### config.mk
export PLATFORM = sky130hd
export DESIGN_NAME = mem_dump_flat
export DESIGN_NICKNAME = d
export VERILOG_FILES = /design/src/rtl/mem_dump_pkg.sv /design/src/rtl/mem_dump_if.sv /design/src/rtl/mem_dump.sv /design/src/flat_wrapper.sv
export SDC_FILE = /design/constraint.sdc
export NUM_CORES = 1
export LEC_CHECK = 0
export CORE_ASPECT_RATIO = 1.2
export CORE_MARGIN = 2
export CORE_UTILIZATION = 50
export CTS_BUF_LIST = sky130_fd_sc_hd__clkbuf_16
export DETAILED_ROUTE_END_ITERATION = 6
export PLACE_DENSITY = 0.81
export SETUP_SLACK_MARGIN = 0.4
export SYNTH_ARGS = -nofsm -noshare
export SYNTH_HDL_FRONTEND = slang
export SYNTH_SLANG_ARGS = --single-unit
### constraint.sdc
create_clock -name clk -period 3.7 [get_ports clk]
set_clock_uncertainty 0.05 [all_clocks]
set_input_delay 0.74 -clock clk [delete_from_list [all_inputs] [get_ports clk]]
set_output_delay 0.74 -clock clk [all_outputs]
set_load 0.02 [all_outputs]
### src/rtl/mem_dump_pkg.sv
// Shared constants and FSM state type for the mem_dump block.
// Optional checksum beat is enabled by defining MEM_DUMP_CHKSUM_EN.
package mem_dump_pkg;

  localparam int DEPTH  = 1024;
  localparam int WIDTH  = 16;
  localparam int ADDR_W = $clog2(DEPTH);

  // CSUM exists only when the checksum beat is built in.
`ifdef MEM_DUMP_CHKSUM_EN
  typedef enum logic [2:0] {
    ST_IDLE = 3'd0,
    ST_RD   = 3'd1,
    ST_WT   = 3'd2,
    ST_SEND = 3'd3,
    ST_CSUM = 3'd4,
    ST_FIN  = 3'd5
  } state_e;
`else
  typedef enum logic [2:0] {
    ST_IDLE = 3'd0,
    ST_RD   = 3'd1,
    ST_WT   = 3'd2,
    ST_SEND = 3'd3,
    ST_FIN  = 3'd5
  } state_e;
`endif

endpackage

### src/rtl/mem_dump_if.sv
// Bus bundle for mem_dump: command (start/base/count), memory read port,
// output stream and status.
//
// Stream handshake: a beat transfers on every rising clk edge where
// out_valid && out_ready; once out_valid is high, out_data and out_last hold
// steady until that edge, and out_valid never drops without a transfer.
interface mem_dump_if #(
  parameter int WIDTH  = 16,
  parameter int ADDR_W = 10
);
  logic              start;
  logic [ADDR_W-1:0] base_addr;
  logic [ADDR_W:0]   count;
  logic [ADDR_W-1:0] mem_addr;
  logic [WIDTH-1:0]  mem_rdata;
  logic [WIDTH-1:0]  out_data;
  logic              out_valid;
  logic              out_ready;
  logic              out_last;
  logic              busy;
  logic              done;

  // The dump engine side.
  modport master (
    input  start, base_addr, count, mem_rdata, out_ready,
    output mem_addr, out_data, out_valid, out_last, busy, done
  );

  // The environment side: requester, memory image and stream consumer.
  modport slave (
    output start, base_addr, count, mem_rdata, out_ready,
    input  mem_addr, out_data, out_valid, out_last, busy, done
  );
endinterface

### src/rtl/mem_dump.sv
// mem_dump: streams count words of an external memory image starting at
// base_addr, one word per three cycles (RD -> WT -> SEND). Addresses wrap
// modulo DEPTH. Define MEM_DUMP_CHKSUM_EN to append a WIDTH-bit sum of the
// emitted words as a final beat.
module mem_dump
  import mem_dump_pkg::*;
#(
  parameter int DEPTH = mem_dump_pkg::DEPTH,
  parameter int WIDTH = mem_dump_pkg::WIDTH
) (
  input  logic              clk,
  input  logic              rst,
  mem_dump_if.master        bus,
  output mem_dump_pkg::state_e state_o
);

  localparam int AW = $clog2(DEPTH);

  state_e          state_q, state_d;
  logic [AW-1:0]   ptr_q, ptr_d;
  logic [AW:0]     remain_q, remain_d;
  logic [WIDTH-1:0] data_q, data_d;
  logic            valid_q, valid_d;
  logic            last_q, last_d;
  logic            hs;
  logic [AW-1:0]   ptr_inc;
`ifdef MEM_DUMP_CHKSUM_EN
  logic [WIDTH-1:0] csum_q, csum_d;
`endif

  assign hs      = valid_q && bus.out_ready;
  assign ptr_inc = (ptr_q == AW'(DEPTH - 1)) ? '0 : ptr_q + 1'b1;

  // The pointer register doubles as the memory read address.
  assign bus.mem_addr  = ptr_q;
  assign bus.out_data  = data_q;
  assign bus.out_valid = valid_q;
  assign bus.out_last  = last_q;
  assign bus.busy      = (state_q != ST_IDLE) && (state_q != ST_FIN);
  assign bus.done      = (state_q == ST_FIN);
  assign state_o       = state_q;

  // Next-state and datapath decode.
  always_comb begin
    state_d  = state_q;
    ptr_d    = ptr_q;
    remain_d = remain_q;
    data_d   = data_q;
    valid_d  = valid_q;
    last_d   = last_q;
`ifdef MEM_DUMP_CHKSUM_EN
    csum_d   = csum_q;
`endif
    case (state_q)
      ST_IDLE: begin
        if (bus.start) begin
          ptr_d    = bus.base_addr;
          remain_d = bus.count;
`ifdef MEM_DUMP_CHKSUM_EN
          csum_d   = '0;
`endif
          if (bus.count != '0) begin
            state_d = ST_RD;
          end else begin
`ifdef MEM_DUMP_CHKSUM_EN
            // Empty dump still emits the (zero) checksum beat.
            data_d  = '0;
            valid_d = 1'b1;
            last_d  = 1'b1;
            state_d = ST_CSUM;
`else
            state_d = ST_FIN;
`endif
          end
        end
      end
      ST_RD: begin
        state_d = ST_WT;
      end
      ST_WT: begin
        data_d  = bus.mem_rdata;
        valid_d = 1'b1;
`ifdef MEM_DUMP_CHKSUM_EN
        last_d  = 1'b0;
`else
        last_d  = (remain_q == (AW + 1)'(1));
`endif
        state_d = ST_SEND;
      end
      ST_SEND: begin
        if (hs) begin
          valid_d  = 1'b0;
          last_d   = 1'b0;
          ptr_d    = ptr_inc;
          remain_d = remain_q - 1'b1;
`ifdef MEM_DUMP_CHKSUM_EN
          csum_d   = csum_q + data_q;
`endif
          if (remain_q != (AW + 1)'(1)) begin
            state_d = ST_RD;
          end else begin
`ifdef MEM_DUMP_CHKSUM_EN
            data_d  = csum_q + data_q;
            valid_d = 1'b1;
            last_d  = 1'b1;
            state_d = ST_CSUM;
`else
            state_d = ST_FIN;
`endif
          end
        end
      end
`ifdef MEM_DUMP_CHKSUM_EN
      ST_CSUM: begin
        if (hs) begin
          valid_d = 1'b0;
          last_d  = 1'b0;
          state_d = ST_FIN;
        end
      end
`endif
      ST_FIN: begin
        state_d = ST_IDLE;
      end
      default: begin
        state_d = ST_IDLE;
      end
    endcase
  end

  // State and datapath registers; reset aborts any dump in progress.
  always_ff @(posedge clk or posedge rst) begin
    if (rst) begin
      state_q  <= ST_IDLE;
      ptr_q    <= '0;
      remain_q <= '0;
      data_q   <= '0;
      valid_q  <= 1'b0;
      last_q   <= 1'b0;
`ifdef MEM_DUMP_CHKSUM_EN
      csum_q   <= '0;
`endif
    end else begin
      state_q  <= state_d;
      ptr_q    <= ptr_d;
      remain_q <= remain_d;
      data_q   <= data_d;
      valid_q  <= valid_d;
      last_q   <= last_d;
`ifdef MEM_DUMP_CHKSUM_EN
      csum_q   <= csum_d;
`endif
    end
  end

endmodule

### src/flat_wrapper.sv
// flat-port wrapper written by rule: the top's interface ports become plain ports
module mem_dump_flat import mem_dump_pkg::*;
#(
  parameter int DEPTH = mem_dump_pkg::DEPTH,
  parameter int WIDTH = mem_dump_pkg::WIDTH
)
  (clk, rst, state_o, bus_start, bus_base_addr, bus_count, bus_mem_rdata, bus_out_ready, bus_mem_addr, bus_out_data, bus_out_valid, bus_out_last, bus_busy, bus_done);
  mem_dump_if #(.WIDTH(WIDTH), .ADDR_W(ADDR_W)) bus_i ();
  input  logic clk;
  input  logic rst;
  output mem_dump_pkg::state_e state_o;
  input wire logic [$bits(bus_i.start)-1:0] bus_start;
  input wire logic [$bits(bus_i.base_addr)-1:0] bus_base_addr;
  input wire logic [$bits(bus_i.count)-1:0] bus_count;
  input wire logic [$bits(bus_i.mem_rdata)-1:0] bus_mem_rdata;
  input wire logic [$bits(bus_i.out_ready)-1:0] bus_out_ready;
  output wire logic [$bits(bus_i.mem_addr)-1:0] bus_mem_addr;
  output wire logic [$bits(bus_i.out_data)-1:0] bus_out_data;
  output wire logic [$bits(bus_i.out_valid)-1:0] bus_out_valid;
  output wire logic [$bits(bus_i.out_last)-1:0] bus_out_last;
  output wire logic [$bits(bus_i.busy)-1:0] bus_busy;
  output wire logic [$bits(bus_i.done)-1:0] bus_done;
  assign bus_i.start = bus_start;
  assign bus_i.base_addr = bus_base_addr;
  assign bus_i.count = bus_count;
  assign bus_i.mem_rdata = bus_mem_rdata;
  assign bus_i.out_ready = bus_out_ready;
  assign bus_mem_addr = bus_i.mem_addr;
  assign bus_out_data = bus_i.out_data;
  assign bus_out_valid = bus_i.out_valid;
  assign bus_out_last = bus_i.out_last;
  assign bus_busy = bus_i.busy;
  assign bus_done = bus_i.done;
  mem_dump #(.DEPTH(DEPTH), .WIDTH(WIDTH)) u_core (.clk(clk), .rst(rst), .bus(bus_i), .state_o(state_o));
endmodule
# ---- Word-level counts from Yosys, hierarchy flattened
# Cells that the tools add are included.
# Widths: inputs -> output; s select.
dict set report word_totals {
  ff_bits 42
  inputBits 41
  output_inout_bits 33
  elab_cells 43
}
dict set report classes {
  add_sub_neg 2
  n_eq_ne 10
  muxes 15
  n_reduce_logical 10
}
# cell n
set ops {}
lappend ops {{$mux 10} 3}
lappend ops {{$mux 11} 2}
lappend ops {{$pmux 11 s2} 1}
lappend ops {{$pmux 10 s2} 1}
lappend ops {{$mux 3} 4}
lappend ops {{$pmux 3 s4} 1}
lappend ops {{$eq 11x1->1 const B} 1}
lappend ops {{$ne 11x1->1 const B} 1}
lappend ops {{$reduce_bool 11->1} 1}
lappend ops {{$sub 11x1->11 const B} 1}
lappend ops {{$add 10x1->10 const B} 1}
lappend ops {{$eq 10x10->1 const B} 1}
lappend ops {{$eq 3x2->1 const B} 2}
lappend ops {{$pmux 1 s2} 2}
lappend ops {{$reduce_and 2->1} 2}
lappend ops {{$reduce_bool 2->1} 2}
lappend ops {{$eq 3x1->1 const B} 1}
lappend ops {{$eq 3x3->1 const B} 1}
lappend ops {{$logic_not 3->1} 1}
lappend ops {{$ne 3x3->1 const B} 1}
lappend ops {{$reduce_and 3->1} 1}
lappend ops {{$reduce_bool 3->1} 1}
lappend ops {{$logic_and 1x1->1} 2}
lappend ops {{$ne 2x1->1 const B} 1}
lappend ops {{2 further kinds} 2}

# ---- Logic depth before layout (Yosys ltp)
dict set report depth {
  word_depth 4
  depth_mapped 7
  mapped_depth_nobuf 5
}

# ---- Least setup slack after synthesis
# No wires, ideal clock.
dict set report synth_path {
  path_kind {register to output}
  startpoint {register u_core.state_q[2] (netlist: u_core.state_o[2])}
  endpoint {output bus_done}
  t_arrival_ns 1.222
  required_time_ns 2.910
  setup_slack_ns 1.688
  stages_incl_launch_ff 3
  n_path_buf 1
  path_cell_list {dfrtp_1 buf_2 nor3b_1}
}
dict set report synth_via {
  elab_chain_len 1
}
# item line_no
set synth_rtl {}
lappend synth_rtl {{from (decl)} mem_dump.sv:19} ;# state_e state_q, state_d;
lappend synth_rtl {{from (signal assigned)} mem_dump.sv:144} ;# state_q <= state_d;
lappend synth_rtl {{$eq 3x3->1} mem_dump.sv:40} ;# assign bus.done = (state_q == ST_FIN);
lappend synth_rtl {{to (decl)} flat_wrapper.sv:22} ;# output wire logic [$bits(bus_i.done)-1:0] bus_done;
# No other way between the ends.

# ---- Worst setup path after layout
dict set report layout_path {
  startpoint {register u_core.state_q[2] (netlist: u_core.state_o[2])}
  endpoint {register u_core.ptr_q[3] (netlist: u_core.bus.mem_addr[3])}
}
dict set report layout_via {
  elab_chain_len 3
  elab_cells_between_ends 7
  classes_between {eq/ne (3); mux (1); reduce/logical (3)}
}
# item line_no
set layout_rtl {}
lappend layout_rtl {{$eq 3x2->1 or $logic_not 3->1 (tied branches)} mem_dump.sv:54} ;# case (state_q)
lappend layout_rtl {{$ne 2x1->1 (no line), or another cell as far along} --}
lappend layout_rtl {{$reduce_and 3->1 (no line)} --}
lappend layout_rtl {{to (signal assigned)} mem_dump.sv:145} ;# ptr_q <= ptr_d;
lappend layout_rtl {{to (decl)} mem_dump.sv:20} ;# logic [AW-1:0] ptr_q, ptr_d;
# Several ways; a longest one is shown, not always the timed one.
# A chain may end at the register's enable or synchronous reset.

==> flow_metrics.py <==
metrics = {
    "die": {
        "dieArea_um2": 5200,
        "die_h_um": 78.6,
        "die_width_um": 66.2,
        "start_util": 0.512,
        "core_um2": 4530,
        "boundaryPins": 74,
        "core.rowCount": 27,
    },
    "clocking": {
        "hold_buffers": 0,
        "clkTransAtPathRegs_ps": 60,
        "h-tree-depth": 2,
        "cts_root_buf": "clkbuf_16",
        "clock_sinks": 42,
        "cts_buffer_depth": 2,
        "cts_setup_buffers": 0,
        "cts-resized-gates": 0,
        "numCtsBuffers": 5,
        "clock_latency_ps": 280,
        "cts_tree": "built",
    },
    "worst_hold_path": {
        "hold_path_startpoint": "u_core.bus.out_data[3]",
        "min_to": "u_core.bus.out_data[3]",
        "hold_depth": 1,
        "holdCritPathClass": "flop to flop",
    },
    "logic_synthesis": {
        "synthCells": 224,
        "syn_avg_cell_area_um2": 10.4,
        "synthesis.area_um2": 2320,
        "yosysUniqueCellTypes": 44,
        "syn-num-nets": 268,
        "synth-edff-count": 0,
        "synth_warnings": 0,
        "yosysTopAreaCell": "dfrtp_1",
        "yosysSeqAreaShare": 0.453,
        "yosys-top-cells-area": "dfrtp_1 45%, mux2_2 7.8%, a2bb2oi_2 4.5%",
        "synth.ff_latch_count": 42,
        "async_flop_share": 1.00,
        "ys.flop_type": "dfrtp_1",
        "yosysTopAreaCellShare": 0.453,
    },
    "status": {
        "status": "complete, no violations",
    },
    "cells_and_area": {
        "area.sequential_um2": 1050,
        "drive_above_1_share": 0.151,
        "multi_input_area_um2": 1140,
        "syn_to_final_growth_pct": 38.3,
        "nNetsFinal": 335,
        "nFillCells": 372,
        "diodes": 0,
    },
    "timing": {
        "worst_pin_slew_ps": 1050,
        "setup_viol": 0,
        "fmax_mhz": 384,
        "finalHoldViolations": 0,
        "fin_tns_setup_ps": 0,
        "setup_slack_ps": 1100,
        "max_slew_margin": 0.303,
        "fin_crit_ps": 2600,
        "slew_violations": 0,
        "rsz0062_at_grt": "false",
        "post-route-period-util": 0.703,
    },
    "setup_path": {
        "cp_max_fo": 24,
        "critPathKind": "flop to flop",
        "reg2reg_to": "u_core.bus.mem_addr[3]",
        "cp.arrival_ps": 2730,
        "cp-start-kind": "flop",
        "r2r_slack_ps": 1100,
        "required_ps": 3830,
        "r2r_cells": 4,
        "regToRegStartpoint": "u_core.state_o[2]",
        "end_kind": "flop",
    },
    "drt": {
        "dr.first_iter.drc_count": 162,
        "drtPass1Iterations": 4,
        "viasPerCell": 5.74,
        "vias": 2005,
        "wl_per_cell_um": 15.6,
        "routed_wl_um": 5430,
        "drc": 0,
        "ant_nets": 0,
    },
    "place": {
        "dp_hpwl_um": 3750,
        "pre_cts_slack_ps": 893,
        "io_buffer_count": 73,
        "place.gp.congestion": 0.847,
    },
    "power": {
        "leakagePower_uw": 0.00126,
        "p_per_area_nw_per_um2": 820,
        "ir_drop_uv": 457,
    },
    "grt": {
        "grt_overflow": 0,
        "grt_pass1_vias": 2025,
        "grt_pass1_wl_um": 9230,
        "grt_max_degree": 43,
        "grt_usage": 0.226,
        "antenna_found_initial": 0,
    },
    "run": {
        "max-cap-violations": 0,
    },
}
-- critical path: stages, from the launching register on --
cell,delay (ps)
dfrtp_1,520
nand3b_1,810
a31oi_2,770
a21oi_1,130
o22ai_1,210
-- Yosys cell counts, drive strengths merged, types with 3 or more instances --
| cell type | n |
|---|---|
| a21oi | 16 |
| a22oi | 5 |
| a2bb2oi | 8 |
| and4 | 3 |
| buf | 13 |
| dfrtp | 42 |
| ha | 3 |
| inv | 10 |
| mux2 | 16 |
| nand2 | 18 |
| nand3 | 8 |
| nand4 | 5 |
| nor2 | 12 |
| nor3 | 5 |
| nor4 | 6 |
| o211ai | 6 |
| o21ai | 14 |
| o22ai | 8 |
-- state kept, by name, summed over array words and instances, names as in the netlist --
name	count
u_core.bus.mem_addr	10
u_core.bus.out_data	16
u_core.bus.out_last	1
u_core.bus.out_valid	1
u_core.remain_q	11
u_core.state_o	3
-- how the worst max path moves through the flow --
stage	startpoint	slack [ps]	endpoint
2_1_floorplan	u_core.state_o[2]	1690	bus_done
3_3_place_gp	bus_start	940	u_core.bus.mem_addr[0]
3_5_place_dp	bus_start	890	u_core.bus.mem_addr[3]
4_1_cts	u_core.state_o[2]	1110	u_core.bus.mem_addr[3]
5_1_grt	u_core.state_o[2]	830	u_core.bus.mem_addr[5]
6_report	u_core.state_o[2]	1100	u_core.bus.mem_addr[3]
-- report_power, final --
part	internal [uW]	total [uW]	switching, uW
registers	661	874	213
clock network	312	475	163
logic	624	1280	660
total	1600	2630	1040
-- layout by cell type (no fill, tap or decap), types with 2 or more instances in the layout --
cell / instances
a2bb2oi_2: 7
a21o_1: 2
a221oi_2: 2
dfrtp_1: 42
o41a_1: 2
nor2b_1: 2
nand3_1: 8
nor3_1: 5
and4_1: 3
a21oi_1: 8
buf_4: 2
ha_1: 3
o21ai_1: 13
mux2_2: 16
nand3b_1: 2
a21oi_2: 8
o22ai_1: 8
nand4_1: 5
clkdlybuf4s50_1: 73
nor4_1: 5
nand2_1: 18
a22oi_1: 5
nor2_1: 12
inv_1: 10
o211ai_1: 6
clkbuf_16: 5
-- final cells by class --
| type | instances | share of cell area |
|---|---|---|
| Clock buffer | 5 | 0.0390 |
| Multi-Input combinational cell | 157 | 0.356 |
| Tap cell | 58 | 0.0226 |
| Sequential cell | 42 | 0.327 |
| Clock inverter | 2 | 0.0105 |
| Timing Repair Buffer | 75 | 0.232 |
| Inverter | 10 | 0.0117 |
-- metal layers --
layer | wire (um) | track usage | vias to the layer above
met2 | 2770 | 0.367 | 72
met3 | 430 | 0.0788 | 2
met1 | 2220 | 0.287 | 965
met4 | 14 | 0.0571 | 0
met5 | 0 | 0 | -
li1 | - | - | 966
-- metrics by stage --
| stage | instances | power (uW) | hold WS [ps] | cell area [um^2] | util |
|---|---|---|---|---|---|
| 2_1_floorplan | 224 | 1690 | 438 | 2320 | - |
| 3_3_place_gp | 342 | 2120 | 439 | 3050 | 0.674 |
| 3_5_place_dp | 342 | 2150 | 445 | 3050 | 0.674 |
| 4_1_cts | 349 | 2650 | 458 | 3210 | 0.709 |
| 5_1_grt | 349 | 2820 | 469 | 3210 | 0.709 |
| 6_report | 349 | 2630 | 455 | 3210 | 0.709 |
-- kinds of logic after synthesis --
logic type	Yosys count	share of synthesized area
mux	16	0.0777
xor+xnor	1	0.00378
buf+inv	25	0.0539
compound gates	69	0.237
flops	42	0.453
fa+ha+maj	3	0.0162
simple gates	68	0.159
(Power assumes the default switching activity.)
